$ cat config.mk
export PLATFORM = sky130hd
export DESIGN_NAME = gray_counter_arbiter
export DESIGN_NICKNAME = d
export VERILOG_FILES = /design/src/rtl/gray_counter_arbiter.sv
export SDC_FILE = /design/constraint.sdc
export NUM_CORES = 1
export LEC_CHECK = 0
export ABC_AREA = 1
export CAP_MARGIN = 20
export CORE_ASPECT_RATIO = 0.9
export CORE_MARGIN = 8
export CORE_UTILIZATION = 25
export CTS_CLUSTER_SIZE = 10
export DETAILED_ROUTE_END_ITERATION = 7
export PLACE_DENSITY_LB_ADDON = 0.05
export SLEW_MARGIN = 20
export SYNTH_ARGS = -nofsm -noshare
export SYNTH_HDL_FRONTEND = slang
export SYNTH_SLANG_ARGS = --single-unit
$ cat constraint.sdc
create_clock -name CLK -period 2.5 [get_ports CLK]
set_input_delay 0.625 -clock CLK [delete_from_list [all_inputs] [get_ports CLK]]
set_output_delay 0.625 -clock CLK [all_outputs]
set_load 0.05 [all_outputs]
$ cat src/rtl/gray_counter_arbiter.sv
// Round-robin arbiter sharing one Gray/binary counter between two requesters.
// One operation in flight at a time; read results are returned from a holding register.
module gray_counter_arbiter #(
  parameter int width = 4
) (
  input  logic             CLK,
  input  logic             RST,
  input  logic             req0__ENA,
  input  logic [2:0]       req0_op,
  input  logic [width-1:0] req0_v,
  output logic             req0__RDY,
  output logic             rsp0__ENA,
  output logic [width-1:0] rsp0_v,
  input  logic             rsp0__RDY,
  input  logic             req1__ENA,
  input  logic [2:0]       req1_op,
  input  logic [width-1:0] req1_v,
  output logic             req1__RDY,
  output logic             rsp1__ENA,
  output logic [width-1:0] rsp1_v,
  input  logic             rsp1__RDY,
  output logic             increment__ENA,
  input  logic             increment__RDY,
  output logic             decrement__ENA,
  input  logic             decrement__RDY,
  input  logic [width-1:0] readGray,
  input  logic             readGray__RDY,
  output logic             writeGray__ENA,
  output logic [width-1:0] writeGray_v,
  input  logic             writeGray__RDY,
  input  logic [width-1:0] readBin,
  input  logic             readBin__RDY,
  output logic             writeBin__ENA,
  output logic [width-1:0] writeBin_v,
  input  logic             writeBin__RDY,
  output logic             illegal_op
);

  typedef enum logic [1:0] {S_IDLE, S_EXEC, S_RESP} state_t;

  localparam logic [2:0] OP_INC = 3'd0;
  localparam logic [2:0] OP_DEC = 3'd1;
  localparam logic [2:0] OP_RDG = 3'd2;
  localparam logic [2:0] OP_WRG = 3'd3;
  localparam logic [2:0] OP_RDB = 3'd4;
  localparam logic [2:0] OP_WRB = 3'd5;

  state_t           r_state, w_next;
  logic [2:0]       r_op;
  logic [width-1:0] r_v;
  logic             r_owner;
  logic             r_last;
  logic [width-1:0] r_rsp;

  logic [1:0]       w_gnt;
  logic             w_fire, w_sel, w_sel_illegal;
  logic [2:0]       w_sel_op;
  logic [width-1:0] w_sel_v;
  logic             w_exec, w_resp, w_act_done, w_rd_done, w_rsp_done;

  // Contested grant goes to whoever did not win last time.
  always_comb begin
    w_gnt = 2'b00;
    if (r_state == S_IDLE && !RST) begin
      w_gnt[0] = req0__ENA && (!req1__ENA || r_last);
      w_gnt[1] = req1__ENA && (!req0__ENA || !r_last);
    end
  end

  assign req0__RDY     = w_gnt[0];
  assign req1__RDY     = w_gnt[1];
  assign w_fire        = |w_gnt;
  assign w_sel         = w_gnt[1];
  assign w_sel_op      = w_sel ? req1_op : req0_op;
  assign w_sel_v       = w_sel ? req1_v  : req0_v;
  assign w_sel_illegal = (w_sel_op[2:1] == 2'b11);

  assign w_exec = (r_state == S_EXEC) && !RST;
  assign w_resp = (r_state == S_RESP) && !RST;

  assign increment__ENA = w_exec && (r_op == OP_INC) && increment__RDY;
  assign decrement__ENA = w_exec && (r_op == OP_DEC) && decrement__RDY;
  assign writeGray__ENA = w_exec && (r_op == OP_WRG) && writeGray__RDY;
  assign writeBin__ENA  = w_exec && (r_op == OP_WRB) && writeBin__RDY;
  assign writeGray_v    = (r_state == S_EXEC) ? r_v : '0;
  assign writeBin_v     = (r_state == S_EXEC) ? r_v : '0;

  assign w_act_done = increment__ENA || decrement__ENA || writeGray__ENA || writeBin__ENA;
  assign w_rd_done  = w_exec && (((r_op == OP_RDG) && readGray__RDY) ||
                                 ((r_op == OP_RDB) && readBin__RDY));

  assign rsp0__ENA  = w_resp && !r_owner;
  assign rsp1__ENA  = w_resp &&  r_owner;
  assign rsp0_v     = rsp0__ENA ? r_rsp : '0;
  assign rsp1_v     = rsp1__ENA ? r_rsp : '0;
  assign w_rsp_done = (rsp0__ENA && rsp0__RDY) || (rsp1__ENA && rsp1__RDY);

  always_comb begin
    w_next = r_state;
    case (r_state)
      S_IDLE: if (w_fire && !w_sel_illegal) w_next = S_EXEC;
      S_EXEC: begin
        if (w_rd_done)       w_next = S_RESP;
        else if (w_act_done) w_next = S_IDLE;
      end
      S_RESP: if (w_rsp_done) w_next = S_IDLE;
      default: w_next = S_IDLE;
    endcase
  end

  always_ff @(posedge CLK) begin
    if (RST) r_state <= S_IDLE;
    else     r_state <= w_next;
  end

  always_ff @(posedge CLK) begin
    if (RST) begin
      r_op       <= '0;
      r_v        <= '0;
      r_owner    <= 1'b0;
      r_last     <= 1'b1;
      r_rsp      <= '0;
      illegal_op <= 1'b0;
    end else begin
      if (w_fire) begin
        r_op    <= w_sel_op;
        r_v     <= w_sel_v;
        r_owner <= w_sel;
        r_last  <= w_sel;
        if (w_sel_illegal) illegal_op <= 1'b1;
      end
      if (w_rd_done) r_rsp <= (r_op == OP_RDG) ? readGray : readBin;
    end
  end

endmodule

# After elaboration in Yosys (flattened, before gate mapping)

Cells that the tools add are included.

Equal/unequal tests: 11
Muxes and demuxes: 12
Reductions and logical operators: 39

Operators with widths:

| kind                 | count |
|---|---|
| $logic_and A1 B1 Y1  | 21 |
| $mux W4              | 5 |
| $mux W2              | 5 |
| $logic_or A1 B1 Y1   | 7 |
| $eq A3 B2 Y1 const B | 2 |
| $eq A3 B3 Y1 const B | 2 |
| $logic_not A1 Y1     | 6 |
| $pmux W2 S3          | 1 |
| $eq A2 B2 Y1 const B | 2 |
| $eq A3 B1 Y1 const B | 1 |
| $logic_not A3 Y1     | 1 |
| $mux W3              | 1 |
| $ne A3 B3 Y1 const B | 1 |
| $reduce_and A3 Y1    | 1 |
| $eq A2 B1 Y1 const B | 1 |
| $logic_not A2 Y1     | 1 |
| $ne A2 B1 Y1 const B | 1 |
| $ne A2 B2 Y1 const B | 1 |
| $reduce_and A2 Y1    | 1 |
| $reduce_or A2 Y1     | 1 |

Register bits after elaboration: 16
Word-level logic and storage cells: 69

# Longest topological paths before layout

Gate-level depths: netlist (run 1).

Depth after elaboration: 10
Gate-level depth with buffers: 9
Gate-level depth less buffers: 8

# Worst setup path after synthesis (run 1)

Ideal clock, no wire load.

Kind: input to output
Start point: input port RST
End point: output port rsp0_v[0]
Arrival: 2.753 ns
Setup slack: -0.878 ns
Cell stages on the path: 3
Buffers on the path: 0
Cells stage by stage: nor3_1 > inv_1 > nor2_1

Cells in the longest elaborated chain, start to end: 4

RTL lines:

| item                | RTL line | source |
|---|---|---|
| start, declared     | 7        | `input logic RST,` |
| $logic_not A1 Y1    | 79       | `assign w_resp = (r_state == S_RESP) && !RST;` |
| $logic_and A1 B1 Y1 | 79       |  |
| $logic_and A1 B1 Y1 | 92       | `assign rsp0__ENA = w_resp && !r_owner;` |
| $mux W4             | 94       | `assign rsp0_v = rsp0__ENA ? r_rsp : '0;` |
| end, declared       | 13       | `output logic [width-1:0] rsp0_v,` |

No other way between the ends.

# Worst setup path after layout (run 1)

Start point: input port req1__ENA
End point: output port req0__RDY

Cells in the longest elaborated chain, start to end: 4

RTL lines:

| item                | RTL line | source |
|---|---|---|
| start, declared     | 15       | `input logic req1__ENA,` |
| $logic_not A1 Y1    | 65       | `w_gnt[0] = req0__ENA && (!req1__ENA \|\| r_last);` |
| $logic_or A1 B1 Y1  | 65       |  |
| $logic_and A1 B1 Y1 | 65       |  |
| $mux W2             | 64       | `if (r_state == S_IDLE && !RST) begin` |
| end, declared       | 11       | `output logic req0__RDY,` |

No other way between the ends.

==> results of run 1 <==
==> power by group through the flow <==
stage | clock (mW) | sequential [mW] | combinational [mW]
after floorplan | 0 | 0.290 | 0.130
after global placement | 0 | 0.292 | 0.228
after detailed placement | 0 | 0.293 | 0.230
after CTS | 0.234 | 0.288 | 0.232
after global routing | 0.251 | 0.290 | 0.254
final | 0.226 | 0.287 | 0.228
==> worst max path at each step <==
stage | from | slack, ps | cells after the start | end
after floorplan | RST | -80 | 5 | rsp1_v[0]
after global placement | RST | 70 | 7 | rsp1_v[0]
after detailed placement | RST | 40 | 7 | decrement__ENA
after CTS | RST | 30 | 7 | decrement__ENA
after global routing | req1__ENA | 150 | 5 | req0__RDY
final | req1__ENA | 250 | 5 | req0__RDY
==> area by class of cell <==
class / count / area [um^2]
Fill cell: 384 / 2100
Timing Repair Buffer: 64 / 768
Multi-Input combinational cell: 124 / 617
Sequential cell: 16 / 320
Inverter: 24 / 95.1
Tap cell: 48 / 60.1
Clock buffer: 4 / 55.1
==> flip-flops by register name, indices dropped and copies added, names as in the netlist <==
signal and flops:
illegal_op 1, r_rsp 4, r_v 4, r_last 1, r_owner 1, r_state 2, r_op 3
==> cells by family (layout without fill, tap and decap cells) <==
| kind of cell | Yosys count | after routing | synth area share, % |
|---|---|---|---|
| AOI/OAI and AO/OA | 23 | 23 | 12.1 |
| DFF | 16 | 16 | 30.9 |
| and+or+nand+nor | 101 | 101 | 44.2 |
| buffers and inverters | 30 | 92 | 12.9 |
==> metrics by stage <==
step                power, mW  area (um^2)  setup TNS, ps  utilization [%]  setup WS [ps]
finish                  0.742         1920              0             47.7            246
global placement        0.520         1860              0             46.2           73.1
detailed placement      0.523         1860              0             46.2           38.6
global route            0.795         1920              0             47.7            149
floorplan               0.420         1070           -305                -          -76.1
CTS                     0.753         1910              0             47.6           31.5
==> cell usage in the layout, fill, tap and decap left out <==
cell type and instances:
nor2_4 1, o21ai_1 2, nor2_2 11, dlymetal6s2s_1 1, nand3_1 12, a21oi_1 13, inv_6 1, inv_1 20
nor3_4 1, inv_2 3, dfxtp_1 16, nand2_4 1, clkbuf_8 4, clkdlybuf4s50_1 33, buf_12 16, nor2_8 2
nand4_1 1, nand2_2 3, buf_4 14, nor2_1 12, nand2_1 57, a21oi_2 2, o21ai_0 5, o21bai_1 1
==> routing by layer <==
metal / wire length [um] / up-vias / global-route usage [%] / part of all wire (%)
met5: 0 / - / 0 / 0
met4: 15 / 0 / 2.59 / 0.46
met3: 189 / 2 / 3.17 / 5.8
met2: 1390 / 38 / 16.7 / 42
met1: 1680 / 513 / 13.4 / 51
li1: - / 648 / - / -
==> tightest hold or removal path, cell delays in order, from the launching register on <==
cell     delay, ps
dfxtp_1        310
inv_1           60
a21oi_2         50
==> summary.md, run 1 <==
| Metric | Value |
|---|---|
| Outcome | complete, no violations |
| Grt ovf | 0 |
| EDFF count, synth | 0 |
| Hold Crit Start | illegal_op$_SDFFE_PP0P_ |
| Final Net Count | 267 |
| H-tree lvl count | 1 |
| Top_reg_cell synth | dfxtp_1 |
| Switch share | 30.3% |
| Final Routed Wirelength | 3.28 mm |
| Min Hold Slack | 462 ps |
| WS Path Type | input port to output port |
| Syn Inst Count | 170 |
| Hold Crit Depth | 2 |
| WHS Endpoint | illegal_op$_SDFFE_PP0P_ |
| Crit path max fanout | 2 |
| FFs w/ async S/R, synth | 0% |
| First-pass GRT wire length | 5.81 mm |
| Clk pwr share | 30.5% |
| Clock slew at reported path FFs | around 60 ps |
| CP max-delay cell | clkdlybuf4s50_1 |
| Initial antenna violation count | 0 |
| # clock sinks | 16 |
| Overall global routing resource usage | 10.5% |
| TritonCTS buffer count | 3 |
| Post-synthesis sequential area ratio | 30.9% |
| CP Launch Type | input port |
| Initial Util | 25.8% |
| Commonest cells post-synth | nand2_1, inv_1, nor2_1 |
| Worst r2r dst | r_v[2]$_SDFFE_PP0P_ |
| Leading area contributor after synthesis | dfxtp_1 |
| Rows | 22 |
| Internal Pwr Total | 517 uW |
| Post-CTS Setup Repair Bufs | 0 |
| Mapped Area | 1040 um^2 |
| Max Fclk | 0.444 GHz |
| Critical Path RT | 1880 ps |
| Share of cells above drive strength 1 | 25.4% |
| FF-to-FF Start | r_last$_SDFFE_PP1P_ |
| DR vias/cell | 4.29 |
| CTS root buf | clkbuf_8 |
| Syn Nets | 204 |
| CP cell instances | clkdlybuf4s50_1 > inv_1 > o21ai_0 > nor2_4 > buf_12 |
| Synthesized area per cell | 6.10 um^2 |
| 1st-iter DRT viols | 33 |
| Clk_lat worst skew | approximately 250 ps |
| Clock tree from TritonCTS | done |
| Drt first pass iters | 4 |
| Antenna Violating Nets Remaining | 0 |
| Die height | 77.1 um |
| Drt drc | 0 |
| Average wire per standard cell | 11.7 um |
| Vias in the first global route | approximately 1300 |
| Final non-filler cell total | 280 |
| Inserted Diodes | 0 |
| WP data arrival | 1630 ps |
| Bufs and invs on worst path | 3 |
| Peak VDD IR | ~180 uV |
| Slew Viols, Final | 0 |
| Pwr dens | about 390 nW/um^2 |
| Relative slew slack | 65.0% |
| IO Count | 59 |
| Logic pwr share | just over 30% |
| Leakage power | around 0.82 nW |
| Synth-to-Final Area Change | 84.7% |
| Warnings from Yosys | 0 |
| Final hold vios | 0 |
| RSZ-0062 raised after global routing | no |
| Ranking of synthesized cells by area | dfxtp_1, nand2_1, inv_1 |
| Clock skew | 4.83 ps |
| Hold_buf cts | 0 |
| Flop2flop setup slack | 1110 ps |
| Yosys cell types | 22 |
| DIE AREA | 6470 um^2 |
| Placed Cells | between 200 and 300 |
| MaxCap Viol Count | 0 |
| Largest stage delay on the critical path | roughly 470 ps |
| Routed via count | 1201 |
| Cells on worst reg2reg path | 8 |
| Sequential Power Share | approximately two fifths |
| Slew @ Worst Pin | 523 ps |
| Cts repair resizes | 0 |
| NetSw | 225 uW |
| Core ar. | 4020 um^2 |
| Port Buf Inserts | 58 |
| Seq cells post-synth | 16 |
| Cell with the most instances after synthesis | nand2_1 |
| Dpl hpwl | 2.84 mm |
| Part of the cycle the worst path needs | around 90% |
| Clk buf depth | 2 |
| Routability Congestion | 0.804 |
| Final setup vio count | 0 |
| Chip width | 83.9 um |
| Critical Path End Type | output port |
| Hold/Removal Path Class | register to register |
| Pin count of the biggest net entering global routing | 12 |
| Top-area cell type share of the netlist area | 30.9% |
| Tmin final | 2250 ps |
| Crit path max-delay family | buffers and inverters |
(Power assumes the default switching activity.)
==> run 2: changes to the inputs <==
PLACE_DENSITY_LB_ADDON = 0.12   (was 0.05)
==> run 2 against run 1 <==
  * Sequential power barely moved
  * Clock-buffer cell count stayed put
  * Fmax fell by 2.4%
  * Non-clock buffer count is 1 higher
  * Sequential share of layout area fell by 0.14 points
  * Clock power about the same
  * Setup slack got worse by 55 ps
  * Critical path depth is the same
  * Design area increased by 0.85%
  * Register-to-register slack worse by 50 ps
  * Critical path type unchanged
  * Critical endpoint unchanged
  * Largest cell class unchanged
==> summary.md, run 2 (synthesis gave the netlist of run 1 again) <==
| Metric | Value |
|---|---|
| Bufs and invs on worst path | 3 |
| Crit path depth | 5 |
| Pin count of the biggest net entering global routing | 12 |
| # clock sinks | 16 |
| Clock slew at reported path FFs | 60 ps |
| Hold Crit Depth | 2 |
| Synth-to-Final Area Change | 86.2% |
| Hold_buf cts | 0 |
| WHS Endpoint | illegal_op$_SDFFE_PP0P_ |
| Commonest non-fill, non-tap cell in the layout | nand2_1 |
| Final Routed Wirelength | 3.28 mm |
| Largest registers | r_rsp: 4 flops, r_v: 4 flops, r_op: 3 flops |
| IO Count | 59 |
| Share of cells above drive strength 1 | ~25% |
| Largest stage delay on the critical path | 470 ps |
| Total chip power | 747 uW |
| First-pass GRT wire length | 5.40 mm |
| Crit path max-delay family | buffers and inverters |
| Crit path max fanout | 3 |
| Post-route setup slack | 190 ps |
| Inserted Diodes | 0 |
| Routability Congestion | 0.746 |
| WP data arrival | 1680 ps |
| Cells on worst reg2reg path | 10 |
| Grt ovf | 0 |
| Clk buf depth | 2 |
| Chip width | around 84 um |
| CP max-delay cell | clkdlybuf4s50_1 |
| WS Path Type | input port to output port |
| Placed Cells | 276 |
| Relative slew slack | 65.8% |
| DIE AREA | 6470 um^2 |
| FF-to-FF Start | r_state[1]$_SDFFE_PP0P_ |
| Part of the cycle the worst path needs | between 90% and 100% |
| Hold/Removal Path Class | register to register |
| Vias in the first global route | 1170 |
| Antenna Violating Nets Remaining | 0 |
| Tmin final | 2310 ps |
| DR vias/cell | 4.23 |
| Drt first pass iters | 4 |
| Average wire per standard cell | 11.7 um |
| Initial Util | 25.8% |
| Peak VDD IR | 232 uV |
| Outcome | complete, no violations |
| Commonest cells after routing, fill and taps aside | nand2_1, clkdlybuf4s50_1, inv_1 |
| Final non-filler cell total | 281 |
| Critical Path RT | 1880 ps |
| Drt drc | 0 |
| CP cell instances | clkdlybuf4s50_1 > inv_1 > o21ai_0 > nor2_4 > buf_12 |
| Flop2flop setup slack | 1060 ps |
| Leakage power | 0.824 nW |
| Final setup vio count | 0 |
| 1st-iter DRT viols | 19 |
| Clock tree from TritonCTS | done |
| Slew Viols, Final | 0 |
| Clk_lat worst skew | approximately 250 ps |
| Port Buf Inserts | a little under 60 |
| Overall global routing resource usage | a little under a tenth |
| Final Net Count | 268 |
| Pwr dens | 387 nW/um^2 |
| Final hold vios | 0 |
| Die height | 77.1 um |
| CTS root buf | clkbuf_8 |
| # fillers | 410 |
| Place WS | -16.1 ps |
| RSZ-0062 raised after global routing | no |
| CP Launch Type | input port |
| Core ar. | ~4000 um^2 |
| TritonCTS buffer count | 3 |
| Critical Path End Type | output port |
| Clock skew | 5.79 ps |
| Hold Crit Start | illegal_op$_SDFFE_PP0P_ |
| Rows | 22 |
| Routed via count | approximately 1200 |
| Worst r2r dst | r_v[0]$_SDFFE_PP0P_ |
| MaxCap Viol Count | 0 |
| Fin util | ~48% |
| H-tree lvl count | 1 |
| Max Fclk | 0.433 GHz |
| Initial antenna violation count | 0 |
| Dpl hpwl | 2.84 mm |
| Slew @ Worst Pin | 512 ps |
## run 2: changes by cell type in the layout (fill, tap and decap cells not counted), sizes merged
cell	change
buf	+1
dlygate4sd2	+1
dlymetal6s2s	-1
## run 2: worst max path at each step
stage,end,from
after global placement,rsp1_v[1],RST
after global routing,rsp1_v[2],RST
after detailed placement,rsp1_v[2],RST
after floorplan,rsp1_v[0],RST
after CTS,req0__RDY,req1__ENA
final,req0__RDY,req1__ENA
## run 2: area by class of cell
cell class	count	area [um^2]	share of cell area (%)
clock buffers	4	55.1	2.85
inverters	24	95.1	4.92
multi-input cells	124	617	31.9
flip-flops and latches	16	320	16.6
well taps	48	60.1	3.11
repair buffers	65	785	40.6
## run 2: what timing repair did
action | 4_1_cts | 5_1_grt
setup buffers | 1 | 0
resized for setup | 1 | 0
setup endpoints to repair | 8 | 0
endpoints found under the hold margin | 0 | 0
## run 2: worst min-delay path, delay by kind of cell (launching register included)
family	cells	cell delay [ps]
flops	1	310
compound gates	1	50
buf+inv	1	60
## run 2: per-layer routing
| metal | vias to the layer above | share of wire (%) | track usage [%] |
|---|---|---|---|
| li1 | 650 | - | - |
| met1 | 517 | 43 | 10.5 |
| met2 | 22 | 52 | 17.7 |
| met3 | 0 | 4.1 | 3.48 |
| met4 | 0 | 0 | 0.517 |
| met5 | - | 0 | 0 |
## run 2: power breakdown
part	leakage, nW	internal [mW]	switching (mW)
Combinational	0.665	0.111	0.122
Clock	0.0288	0.140	0.0877
Sequential	0.131	0.272	0.0156
## run 2: through the flow
step                      instance area (um^2)  hold WS (ps)  TNS [ps]
after floorplan                           1070           445      -305
final                                     1930           461         0
after detailed placement                  1870           456     -57.2
after CTS                                 1930           464         0
after global routing                      1930           485         0
after global placement                    1870           451         0
